$ cat config.mk
export PLATFORM = sky130hd
export DESIGN_NAME = pipelined_xor_add_decoder
export DESIGN_NICKNAME = d
export VERILOG_FILES = /design/src/rtl/pipelined_xor_add_decoder.sv
export SDC_FILE = /design/constraint.sdc
export NUM_CORES = 1
export LEC_CHECK = 0
export BUFFER_PORTS_ARGS = -buffer_cell sky130_fd_sc_hd__buf_2
export CORE_ASPECT_RATIO = 0.7
export CORE_MARGIN = 2
export CORE_UTILIZATION = 45
export CTS_CLUSTER_DIAMETER = 80
export DETAILED_ROUTE_END_ITERATION = 16
export PLACE_DENSITY = 0.68
export SYNTH_ARGS = -nofsm -noshare
export SYNTH_HDL_FRONTEND = slang
export SYNTH_SLANG_ARGS = --single-unit
$ cat constraint.sdc
create_clock -name clk -period 1.52 [get_ports clk]
set_input_delay 0.076 -clock clk [delete_from_list [all_inputs] [get_ports clk]]
set_output_delay 0.076 -clock clk [all_outputs]
set_load 0.01 [all_outputs]
$ cat src/rtl/pipelined_xor_add_decoder.sv
// Recovers b = (q ^ c) - a (mod 2^WIDTH) from the encoder's q=(a+b)^c and side operands a, c.
// Latency: 3 clk edges from input transfer to out_valid; 1 beat/cycle throughput.
// Backpressure: out_valid & ~out_ready freezes every stage and drops in_ready in the same cycle.
module pipelined_xor_add_decoder #(
    parameter int WIDTH   = 4,
    parameter int COUNT_W = 8
) (
    input  logic               clk,
    input  logic               rst,
    input  logic [WIDTH-1:0]   q_in,
    input  logic [WIDTH-1:0]   a_in,
    input  logic [WIDTH-1:0]   c_in,
    input  logic               in_valid,
    output logic               in_ready,
    output logic [WIDTH-1:0]   b_out,
    output logic               out_valid,
    input  logic               out_ready,
    output logic [COUNT_W-1:0] count_out
);

    // Stage 1 holds the raw captured beat.
    typedef struct packed {
        logic [WIDTH-1:0] q;
        logic [WIDTH-1:0] a;
        logic [WIDTH-1:0] c;
    } s1_dat_t;

    // Stage 2 holds the unmasked sum (a+b) and the operand still to subtract.
    typedef struct packed {
        logic [WIDTH-1:0] x;
        logic [WIDTH-1:0] a;
    } s2_dat_t;

    s1_dat_t s1_dat;
    logic    s1_vld;
    s2_dat_t s2_dat;
    logic    s2_vld;
    logic    stall;
    logic    out_xfer;

    // A full output register that is not being taken blocks the whole pipe;
    // there is no skid buffer, so the stall reaches upstream combinationally.
    assign stall    = out_valid & ~out_ready;
    assign in_ready = ~stall;
    assign out_xfer = out_valid & out_ready;

    // Stage 1: capture the beat; bubbles enter as invalid slots.
    always_ff @(posedge clk) begin
        if (rst) begin
            s1_dat <= '0;
            s1_vld <= 1'b0;
        end else if (!stall) begin
            s1_dat <= '{q: q_in, a: a_in, c: c_in};
            s1_vld <= in_valid;
        end
    end

    // Stage 2: undo the XOR mask, forward a alongside.
    always_ff @(posedge clk) begin
        if (rst) begin
            s2_dat <= '0;
            s2_vld <= 1'b0;
        end else if (!stall) begin
            s2_dat <= '{x: s1_dat.q ^ s1_dat.c, a: s1_dat.a};
            s2_vld <= s1_vld;
        end
    end

    // Stage 3: undo the addition; subtraction wraps naturally at WIDTH bits.
    always_ff @(posedge clk) begin
        if (rst) begin
            b_out     <= '0;
            out_valid <= 1'b0;
        end else if (!stall) begin
            b_out     <= s2_dat.x - s2_dat.a;
            out_valid <= s2_vld;
        end
    end

    // Count completed output handshakes, wrapping at 2^COUNT_W.
    always_ff @(posedge clk) begin
        if (rst) begin
            count_out <= '0;
        end else if (out_xfer) begin
            count_out <= count_out + COUNT_W'(1);
        end
    end

endmodule

# [Yosys cells after proc, flatten, opt, wreduce, memory -nomap -nowiden]
# Cells that the tools add are included.
[word_totals] in_bits=16 out_inout_bits=14 word_cells=17 reg_bits=35
[op_classes] add_sub_neg=2 n_bitwise=5
[ops] operator="8-bit by 1-bit adder with 8-bit output, second input constant" n=1
[ops] operator="4-bit subtractor" n=1
[ops] operator="4-bit XOR" n=1
[ops] operator="1-bit AND" n=2
[ops] operator="1-bit inverter" n=2

# [Logic depth before layout (Yosys ltp)]
# Gate-level depths: netlist of run 1.
[logic_depth] word_depth=3 mapped_depth=6 ltp_nobuf=6

# [Worst setup path before layout of run 1]
# No wires, ideal clock.
[synth_timing] path_kind="register to register" startpoint="reg s2_dat[4] (netlist name)" endpoint="reg b_out[2]" path_buffers=0 stages_incl_launch_ff=7 slack_ns=0.232 setup_time_ns=0.086 t_arrival_ns=1.202 required_time_ns=1.434 period_less_slack_ns=1.288 cell_sequence="dfxtp_1 inv_1 ha_1 inv_1 fa_1 xnor2_1 a211oi_1"
[synth_between] elab_chain_len=1
[synth_rtl] item="start: declaration" line="36" source="s2_dat_t s2_dat;"
[synth_rtl] item="start signal: assignment" line="64" source="s2_dat <= '{x: s1_dat.q ^ s1_dat.c, a: s1_dat.a};"
[synth_rtl] item="4-bit subtractor" line="75" source="b_out <= s2_dat.x - s2_dat.a;"
[synth_rtl] item="end signal: assignment" line="75"
[synth_rtl] item="end: declaration" line="15" source="output logic [WIDTH-1:0] b_out,"
# No other way between the ends.
# A chain may end at the register's enable or synchronous reset.

# [Final worst setup path of run 1]
[layout_timing] startpoint="reg out_valid" endpoint="out in_ready"
[layout_between] elab_chain_len=2
[layout_rtl] item="start: declaration" line="16" source="output logic out_valid,"
[layout_rtl] item="start signal: assignment" line="76" source="out_valid <= s2_vld;"
[layout_rtl] item="1-bit AND" line="43" source="assign stall = out_valid & ~out_ready;"
[layout_rtl] item="1-bit inverter" line="44" source="assign in_ready = ~stall;"
[layout_rtl] item="end: declaration" line="14" source="output logic in_ready,"
# No other way between the ends.

==> metrics.cfg, run 1 <==
[timing]
fin_skew_ns = 0.00417
setup_tns_ns = 0
setup_ws_ns = 0.121
drv_slew = 0
rsz0062_at_grt = false
fin_crit_sh_pct = 92.1
tightest_slew_ns = 0.279
fmax_mhz = 715
slew_headroom_pct = 81.4
setup_viol_count_final = 0
hold_violations = 0
fin_crit_ns = 1.40

[setup_path]
end_kind = output pin
reg2reg_to = b_out[2]
crit_fanout = 31
rr_worst_depth = 6
slowest_stage = dfxtp_1
crit_family = flip-flops
r2r-start = s2_dat[4]
crit_chain = nor2b_2, inv_4, buf_2
critPathKind = reg2out
startpoint_type = flip-flop
path_buf_inv = 2
worst_ep_required_time_ns = 1.44
r2r_slack_ns = 0.16
max_stage_delay_ns = 0.44
arrival_ns = 1.32

[global_routing]
gr-total-overflow = 0
first_global_vias = 1088
grt_max_degree = 32
antenna_found_initial = 0
grt.total_usage_pct = 16.8
grt_pass1_wl_um = 4690

[min_path]
min_path_type = in2reg
min_to = s1_dat[0]
hp-start = c_in[0]
whs_path_depth = 3

[logic_synthesis]
syn-cell-area_um2 = 1440
synth-compound-area-share_pct = 14.9
muxShareOfSynthArea_pct = 0.782
synth-xor-area-share_pct = 4.87
yosysTopAreaCellShare_pct = 48.7
syn_area_per_cell_um2 = 8.37
ys_top_cells_by_count = nand2_1 (43), dfxtp_1 (35), a21oi_1 (25)
yosysWarnings = 0
synthFlopType = dfxtp_1
synth_cells = 172
yosys.cell_types.count = 25
yosysTopAreaCell = dfxtp_1
synth-async-reset-ratio_pct = 0
synth_top_family_by_area = simple AND/OR/NAND/NOR gates
synth_seq_cells = 35
synth_nets = 193
synth_edf_count = 0
synth.most_common_cell = nand2_1
ys_seq_area_share_pct = 48.7
yosys.area_share.simple_pct = 21.3
synth_fa_ha_area_share_pct = 4.87
synth_area_leaders = dfxtp_1 (49%), nand2_1 (11%), a21oi_1 (8.7%)

[finish]
area_growth_pct = 17.8
diodes = 0
fin_cells = 240
finalNetCount = 222
drive_above_1_share_pct = 20.8

[floorplanning]
dieArea_um2 = 3680
core_area_um2 = 3110
core.rowCount = 17
start_util_pct = 46.4
io_pins = 30
die_w_um = 71.6
fp.dieH_um = 51.3

[cts]
ctsHoldBuffers = 0
clkSlewWorstSetupHoldPaths_ns = 0.07
cts_tree = done
insertion_delay_ns = 0.28
post_cts_buffers = 0
cts.repair.resized = 1
cts_inserted_buffers = 5
clockBufferDepth = 2
cts-root-buf = clkbuf_8
h-tree-depth = 2
clock-sinks = 35

[detailed_routing]
dr.pass1.iters = 5
postRouteWirelength_um = 2680
wire_per_inst_um = 11.2
drc = 0
viasPerCell = 5.04
vias = 1209
antenna_left = 0
drtIter0Drc = 38

[pwr]
power.leakage_uw = 0.000716
power_density_nw_per_um2 = 1060
ir_worst_vdd_uv = 548

[placement]
gp_congestion = 0.742
place_inst = 232
dp_hpwl_um = 1920
io_buffers = 29
pre_cts_ws_ns = 0.164

[flow_run]
drv_cap = 0

[outcome]
status = finished, final reports clean

[state kept, by name (all words and copies together), names as in the netlist]
register / count
count_out: 8
s1_vld: 1
out_valid: 1
s2_vld: 1
b_out: 4
s1_dat: 12
s2_dat: 8
[worst max path at each step]
stage | start | endpoint | slack [ns] | cells past startpoint
2_1_floorplan | s2_dat[4] | b_out[2] | 0.23 | 6
3_3_place_gp | s2_dat[4] | b_out[2] | 0.20 | 6
3_5_place_dp | s2_dat[4] | b_out[2] | 0.16 | 6
4_1_cts | out_valid | in_ready | 0.001 | 3
5_1_grt | out_valid | in_ready | 0.009 | 3
6_report | out_valid | in_ready | 0.12 | 3
[cells in the final DEF (no fill, tap or decap)]
master / count
mux2_2: 1
a2111o_1: 1
nor2b_1: 1
or4_1: 2
xor2_1: 3
xnor2_1: 5
nand3b_1: 3
inv_1: 5
fa_1: 1
nor2_1: 12
buf_4: 3
nor2b_2: 1
nand4_1: 2
dfxtp_1: 35
o31ai_1: 2
o211ai_1: 1
a211oi_1: 6
nand2_1: 43
inv_4: 1
or3_1: 2
nand3_1: 3
clkbuf_1: 2
clkbuf_8: 5
nand3_2: 1
ha_1: 4
clkinv_2: 1
o21ai_0: 2
buf_2: 29
a21oi_1: 25
[per-stage QoR]
| stage | hold WS [ns] | area (µm²) | utilization [%] | total power [µW] |
|---|---|---|---|---|
| 5_1_grt | 0.0222 | 1700 | 54.6 | 1910 |
| 4_1_cts | 0.0255 | 1690 | 54.6 | 1830 |
| 6_report | 0.0334 | 1700 | 54.6 | 1800 |
| 2_1_floorplan | 0.216 | 1440 | - | 1130 |
| 3_3_place_gp | 0.320 | 1610 | 51.9 | 1190 |
| 3_5_place_dp | 0.326 | 1610 | 51.9 | 1200 |
[tightest hold or removal path, cell delays in order]
cell     delay [ns]
buf_2          0.09
nand2_1        0.04
a21oi_1        0.05
[report_power, final]
group          switching [µW]  total [µW]  internal (µW)
clock network             307         628            321
registers                29.8         998            969
logic                    91.9         175           82.9
total                     429        1800           1370
[metal layers]
| metal | part of all wire, % | GRT usage, % |
|---|---|---|
| met1 | 49 | 21.2 |
| met2 | 43 | 26.2 |
| met3 | 6.5 | 5.52 |
| met4 | 0.97 | 7.55 |
| met5 | 0 | 0 |
[final cells by class]
cell class	instances	area, µm²
tap	38	47.5
clock buffer	7	76.3
multi-input combinational	121	674
inverter	6	25.0
sequential	35	701
clock inverter	1	5.00
timing repair buffer	32	168
fill	308	1410
[logic make-up after synthesis]
group / Yosys count
buffers and inverters: 16
muxes: 1
and+or+nand+nor: 70
adders and majority gates: 5
xor gates and xnor gates: 8
AOI/OAI and AO/OA: 37
DFF: 35
No activity file was read; power rests on OpenSTA's default activity.
==> run 2, diff against run 1 <==
--- a/config.mk
+++ b/config.mk
@@ -6,12 +6,11 @@
 export NUM_CORES = 1
 export LEC_CHECK = 0
 export BUFFER_PORTS_ARGS = -buffer_cell sky130_fd_sc_hd__buf_2
-export CORE_ASPECT_RATIO = 0.7
 export CORE_MARGIN = 2
 export CORE_UTILIZATION = 45
 export CTS_CLUSTER_DIAMETER = 80
 export DETAILED_ROUTE_END_ITERATION = 16
-export PLACE_DENSITY = 0.68
+export PLACE_DENSITY = 0.76
 export SYNTH_ARGS = -nofsm -noshare
 export SYNTH_HDL_FRONTEND = slang
 export SYNTH_SLANG_ARGS = --single-unit
==> constraint.sdc (replaced) <==
create_clock -name clk -period 1.5 [get_ports clk]
set_input_delay 0.075 -clock clk [delete_from_list [all_inputs] [get_ports clk]]
set_output_delay 0.075 -clock clk [all_outputs]
set_load 0.01 [all_outputs]
==> run 2 against run 1 <==
Effect of this change:
- sequential share of layout area is 3.1 points lower
- setup slack about the same
- sequential power barely moved
- largest cell class unchanged
- largest power group unchanged
==> metrics.cfg, run 2 (same netlist as run 1, synthesis figures left out) <==
[cts]
cts_inserted_buffers = 5
cts-root-buf = clkbuf_4
h-tree-depth = 2
insertion_delay_ns = 0.33
clkSlewWorstSetupHoldPaths_ns = 0.10
clockBufferDepth = 2
clock-sinks = 35
cts_tree = done

[detailed_routing]
antenna_left = 0
vias = 1277
drtIter0Drc = 53
drc = 0
viasPerCell = 4.91
postRouteWirelength_um = 2810
dr.pass1.iters = 4
wire_per_inst_um = 10.8

[setup_path]
arrival_ns = 1.30
crit_family = flip-flops
path_buf_inv = 2
critPathKind = reg2out
r2r_slack_ns = 0.13
max_stage_delay_ns = 0.38
slowest_stage = dfxtp_1
end_kind = output pin
crit_chain = nor2b_2, inv_4, buf_2
rr_worst_depth = 5
r2r-start = s2_dat[2]
crit_cells = 3
endpoint = in_ready
crit_fanout = 31
reg2reg_to = b_out[3]
startpoint_type = flip-flop
worst_ep_required_time_ns = 1.42
crit_path_start = out_valid

[timing]
fin_crit_sh_pct = 92.0
setup_viol_count_final = 0
fin_hold_ws_ns = 0.0517
fmax_mhz = 725
rsz0062_at_grt = true
drv_slew = 0
slew_headroom_pct = 75.0
tightest_slew_ns = 0.375
setup_tns_ns = 0
hold_violations = 0
fin_crit_ns = 1.38
fin_skew_ns = 0.00477

[global_routing]
grt.met2_usage_pct = 27.6
gr-total-overflow = 0
first_global_vias = 1136
grt_use_met3_pct = 4.48
busiest_layer = met2
grt_max_degree = 32
grt_pass1_wl_um = 4660
antenna_found_initial = 0
grt_use_met1_pct = 21.2
grt.total_usage_pct = 17.1

[floorplanning]
core.rowCount = 20
start_util_pct = 47.2
core_area_um2 = 3050
dieArea_um2 = 3670
io_pins = 30
fp.dieH_um = 60.6
die_w_um = 60.6

[finish]
area_growth_pct = 27.4
diodes = 0
final_core_util_pct = 60.1
largest-register = s1_dat
mostFrequentLayoutCells = nand2_1 (43), dfxtp_1 (35), buf_2 (29), a21oi_1 (25), dlygate4sd3_1 (13)
finalNetCount = 236
largest_reg_flops = 12
top_regs = s1_dat x12, count_out x8, s2_dat x8
drive_above_1_share_pct = 20.8
final_common_cell = nand2_1

[min_path]
min_path_type = in2reg

[flow_run]
drv_cap = 0

[pwr]
power_density_nw_per_um2 = 978
ir_worst_vdd_uv = 553
power.leakage_uw = 0.000773

[outcome]
status = finished, final reports clean

[placement]
io_buffers = 29
gp_congestion = 0.713
dp_hpwl_um = 1790

## run 2: report_power, final
| group | internal, µW | total, µW | switching [µW] |
|---|---|---|---|
| registers | 981 | 1010 | 29.1 |
| clock network | 276 | 573 | 297 |
| logic | 109 | 211 | 101 |
| total | 1370 | 1790 | 428 |
## run 2: how the worst min path moves through the flow
stage	start	end	slack [ns]	depth (start not counted)
floorplan	c_in[0]	s1_dat[0]	0.22	2
global placement	a_in[1]	s1_dat[5]	0.32	3
detailed placement	a_in[2]	s1_dat[6]	0.33	3
CTS	out_ready	count_out[1]	0.04	3
global route	out_ready	count_out[1]	0.08	3
finish	out_ready	count_out[1]	0.05	3
## run 2: worst register-to-register path: cells and delay by family, from the launching register on
kind                       cells  cell delay (ns)
AOI/OAI and AO/OA              3             0.60
DFF                            1             0.34
buffers and inverters          1             0.04
adders and majority gates      1             0.32
## run 2: area by class of cell
type,count,area [µm²]
clock buffer,8,68.8
fill,304,1220
inverter,6,25.0
multi-input combinational,121,679
sequential,35,701
tap,44,55.1
timing repair buffer,46,305
## run 2: metrics by stage
step           std cells  total power, µW  worst slack (ns)  cell area (µm²)
6_report             260             1790             0.120             1830
5_1_grt              260             1880          -0.00646             1830
4_1_cts              260             1810            0.0143             1830
3_5_place_dp         239             1210             0.116             1630
3_3_place_gp         239             1210             0.182             1630
2_1_floorplan        172             1150             0.212             1440
## run 2: what timing repair did
action	CTS	global route
endpoints found under the setup margin	1	2
hold buffers	13	0
cloned	0	0
setup buffers	0	0
resized for setup	1	2
hold endpoints to repair	13	0
## run 2: layer usage
metal | up-vias | part of all wire (%)
met4 | 0 | 2.0
met2 | 26 | 46
met1 | 582 | 48
li1 | 662 | -
met3 | 7 | 3.7
met5 | - | 0
==> run 3, diff against run 2 <==
--- a/config.mk
+++ b/config.mk
@@ -8,9 +8,10 @@
 export BUFFER_PORTS_ARGS = -buffer_cell sky130_fd_sc_hd__buf_2
 export CORE_MARGIN = 2
 export CORE_UTILIZATION = 45
+export CTS_BUF_LIST = sky130_fd_sc_hd__clkbuf_8
 export CTS_CLUSTER_DIAMETER = 80
 export DETAILED_ROUTE_END_ITERATION = 16
-export PLACE_DENSITY = 0.76
+export PLACE_DENSITY_LB_ADDON = 0.1
 export SYNTH_ARGS = -nofsm -noshare
 export SYNTH_HDL_FRONTEND = slang
 export SYNTH_SLANG_ARGS = --single-unit
==> run 3 against run 2 <==
Effect of this change:
- sequential power is essentially flat
- clock power grew 50%
- first-iteration DRC count grew 32%
- sequential share of layout area grew 1.8 points
- clock skew shrank 0.0021 ns
- setup slack lost 0.0058 ns
- final cell count shrank 5.8%
- via count shrank 8.5%
==> metrics.cfg, run 3 (same netlist as run 1, synthesis figures left out) <==
[outcome]
status = finished, final reports clean

[min_path]
min_to = s1_dat[8]
min_path_type = in2reg
hp-start = q_in[0]
whs_path_depth = 3

[timing]
setup_viol_count_final = 0
fin_crit_sh_pct = 92.4
drv_slew = 0
slew_headroom_pct = 71.4
fmax_mhz = 722
rsz0062_at_grt = false
setup_tns_ns = 0
hold_violations = 0
fin_skew_ns = 0.00266
tightest_slew_ns = 0.430
fin_crit_ns = 1.39

[setup_path]
startpoint_type = flip-flop
worst_ep_required_time_ns = 1.42
critPathKind = reg2out
rr_worst_depth = 5
r2r-start = s2_dat[2]
r2r_slack_ns = 0.13
crit_fanout = 31
end_kind = output pin
reg2reg_to = b_out[3]
arrival_ns = 1.31

[finish]
area_growth_pct = 21.5
final_core_util_pct = 57.3
largest_reg_flops = 12
finalNetCount = 221
mostFrequentLayoutCells = nand2_1 (43), dfxtp_1 (35), buf_2 (29), a21oi_1 (25), nor2_1 (12)
diodes = 0
drive_above_1_share_pct = 21.4
top_regs = s1_dat x12, count_out x8, s2_dat x8
largest-register = s1_dat
final_common_cell = nand2_1
post-route-cell-area_um2 = 1750

[pwr]
p_int_uw = 1600
ir_worst_vdd_uv = 732
seqPwrFrac_pct = 49.3
power_switching_uw = 449
clock_power_share_pct = 42.0
power.leakage_uw = 0.000733
p_sw_share_pct = 21.9
pwr-share-comb_pct = 8.8
power_density_nw_per_um2 = 1170

[placement]
gp_congestion = 0.727
place_area_um2 = 1620
dp_hpwl_um = 1820
io_buffers = 29

[detailed_routing]
drtIter0Drc = 70
vias = 1169
antenna_left = 0
postRouteWirelength_um = 2620
dr.pass1.iters = 3
wire_per_inst_um = 10.7
viasPerCell = 4.77
drc = 0

[cts]
h-tree-depth = 2
clock-sinks = 35
clkSlewWorstSetupHoldPaths_ns = 0.07
cts-root-buf = clkbuf_8
cts_inserted_buffers = 5
insertion_delay_ns = 0.28
clockBufferDepth = 2
cts_tree = done

[global_routing]
antenna_found_initial = 0
grt_max_degree = 32
grt_pass1_wl_um = 4570
grt.total_usage_pct = 16.9
gr-total-overflow = 0
first_global_vias = 1042

[floorplanning]
start_util_pct = 47.2
dieArea_um2 = 3670
fp.dieH_um = 60.6
die_w_um = 60.6
core_area_um2 = 3050
core.rowCount = 20
io_pins = 30

[flow_run]
drv_cap = 0

## run 3: cell types whose count changed in the layout (fill, tap and decap cells not counted), moves of 3 or more
| cell | before | now |
|---|---|---|
| clkbuf_8 | 2 | 6 |
| dlygate4sd3_1 | 13 | 0 |
| clkbuf_4 | 5 | 0 |
| buf_4 | 4 | 1 |
## run 3: worst max-delay path, stage by stage (launching register included)
cell and delay, ns:
dfxtp_1 0.45, nor2b_4 0.25, inv_4 0.14, buf_2 0.17
## run 3: what timing repair did
item | in CTS | in global routing
cloned | 0 | 0
endpoints found under the setup margin | 1 | 1
hold buffers | 0 | 0
setup buffers | 0 | 0
gates resized for setup | 2 | 1
## run 3: per-layer routing
layer / global-route usage (%) / up-vias / wire length (µm)
li1: - / 630 / -
met2: 26.1 / 22 / 1180
met3: 7.04 / 6 / 129
met5: 0 / - / 0
met4: 5.59 / 0 / 40
met1: 21.5 / 511 / 1270
## run 3: worst max-delay path by stage
stage	endpoint	slack, ns	cells past startpoint	startpoint
floorplan	b_out[2]	0.21	6	s2_dat[4]
global placement	b_out[2]	0.15	6	s2_dat[4]
detailed placement	s2_dat[7]	0.10	3	out_valid
CTS	in_ready	0.02	3	out_valid
global route	b_out[2]	0.005	6	s2_dat[4]
finish	in_ready	0.11	3	out_valid
## run 3: power by group through the flow
stage	clock network [µW]	registers, µW	logic, µW
after global placement	0	1030	175
final	862	1010	180
after floorplan	0	1040	114
after detailed placement	0	1030	181
after global routing	927	1020	207
after CTS	891	1010	183
## run 3: layout make-up
| class | instances | area, µm² |
|---|---|---|
| repair buffers | 31 | 173 |
| flip-flops and latches | 35 | 701 |
| well taps | 44 | 55.1 |
| multi-input cells | 121 | 679 |
| fillers | 296 | 1300 |
| clock inverters | 2 | 35.0 |
| inverters | 6 | 25.0 |
| clock buffers | 6 | 82.6 |
## run 3: per-stage QoR
stage	worst slack, ns	std cells	power (µW)	hold WS (ns)
after detailed placement	0.101	237	1210	0.323
after global routing	0.00463	245	2150	0.0218
after global placement	0.151	237	1210	0.322
final	0.114	245	2050	0.0257
after CTS	0.0248	245	2090	0.0137
after floorplan	0.212	172	1150	0.215
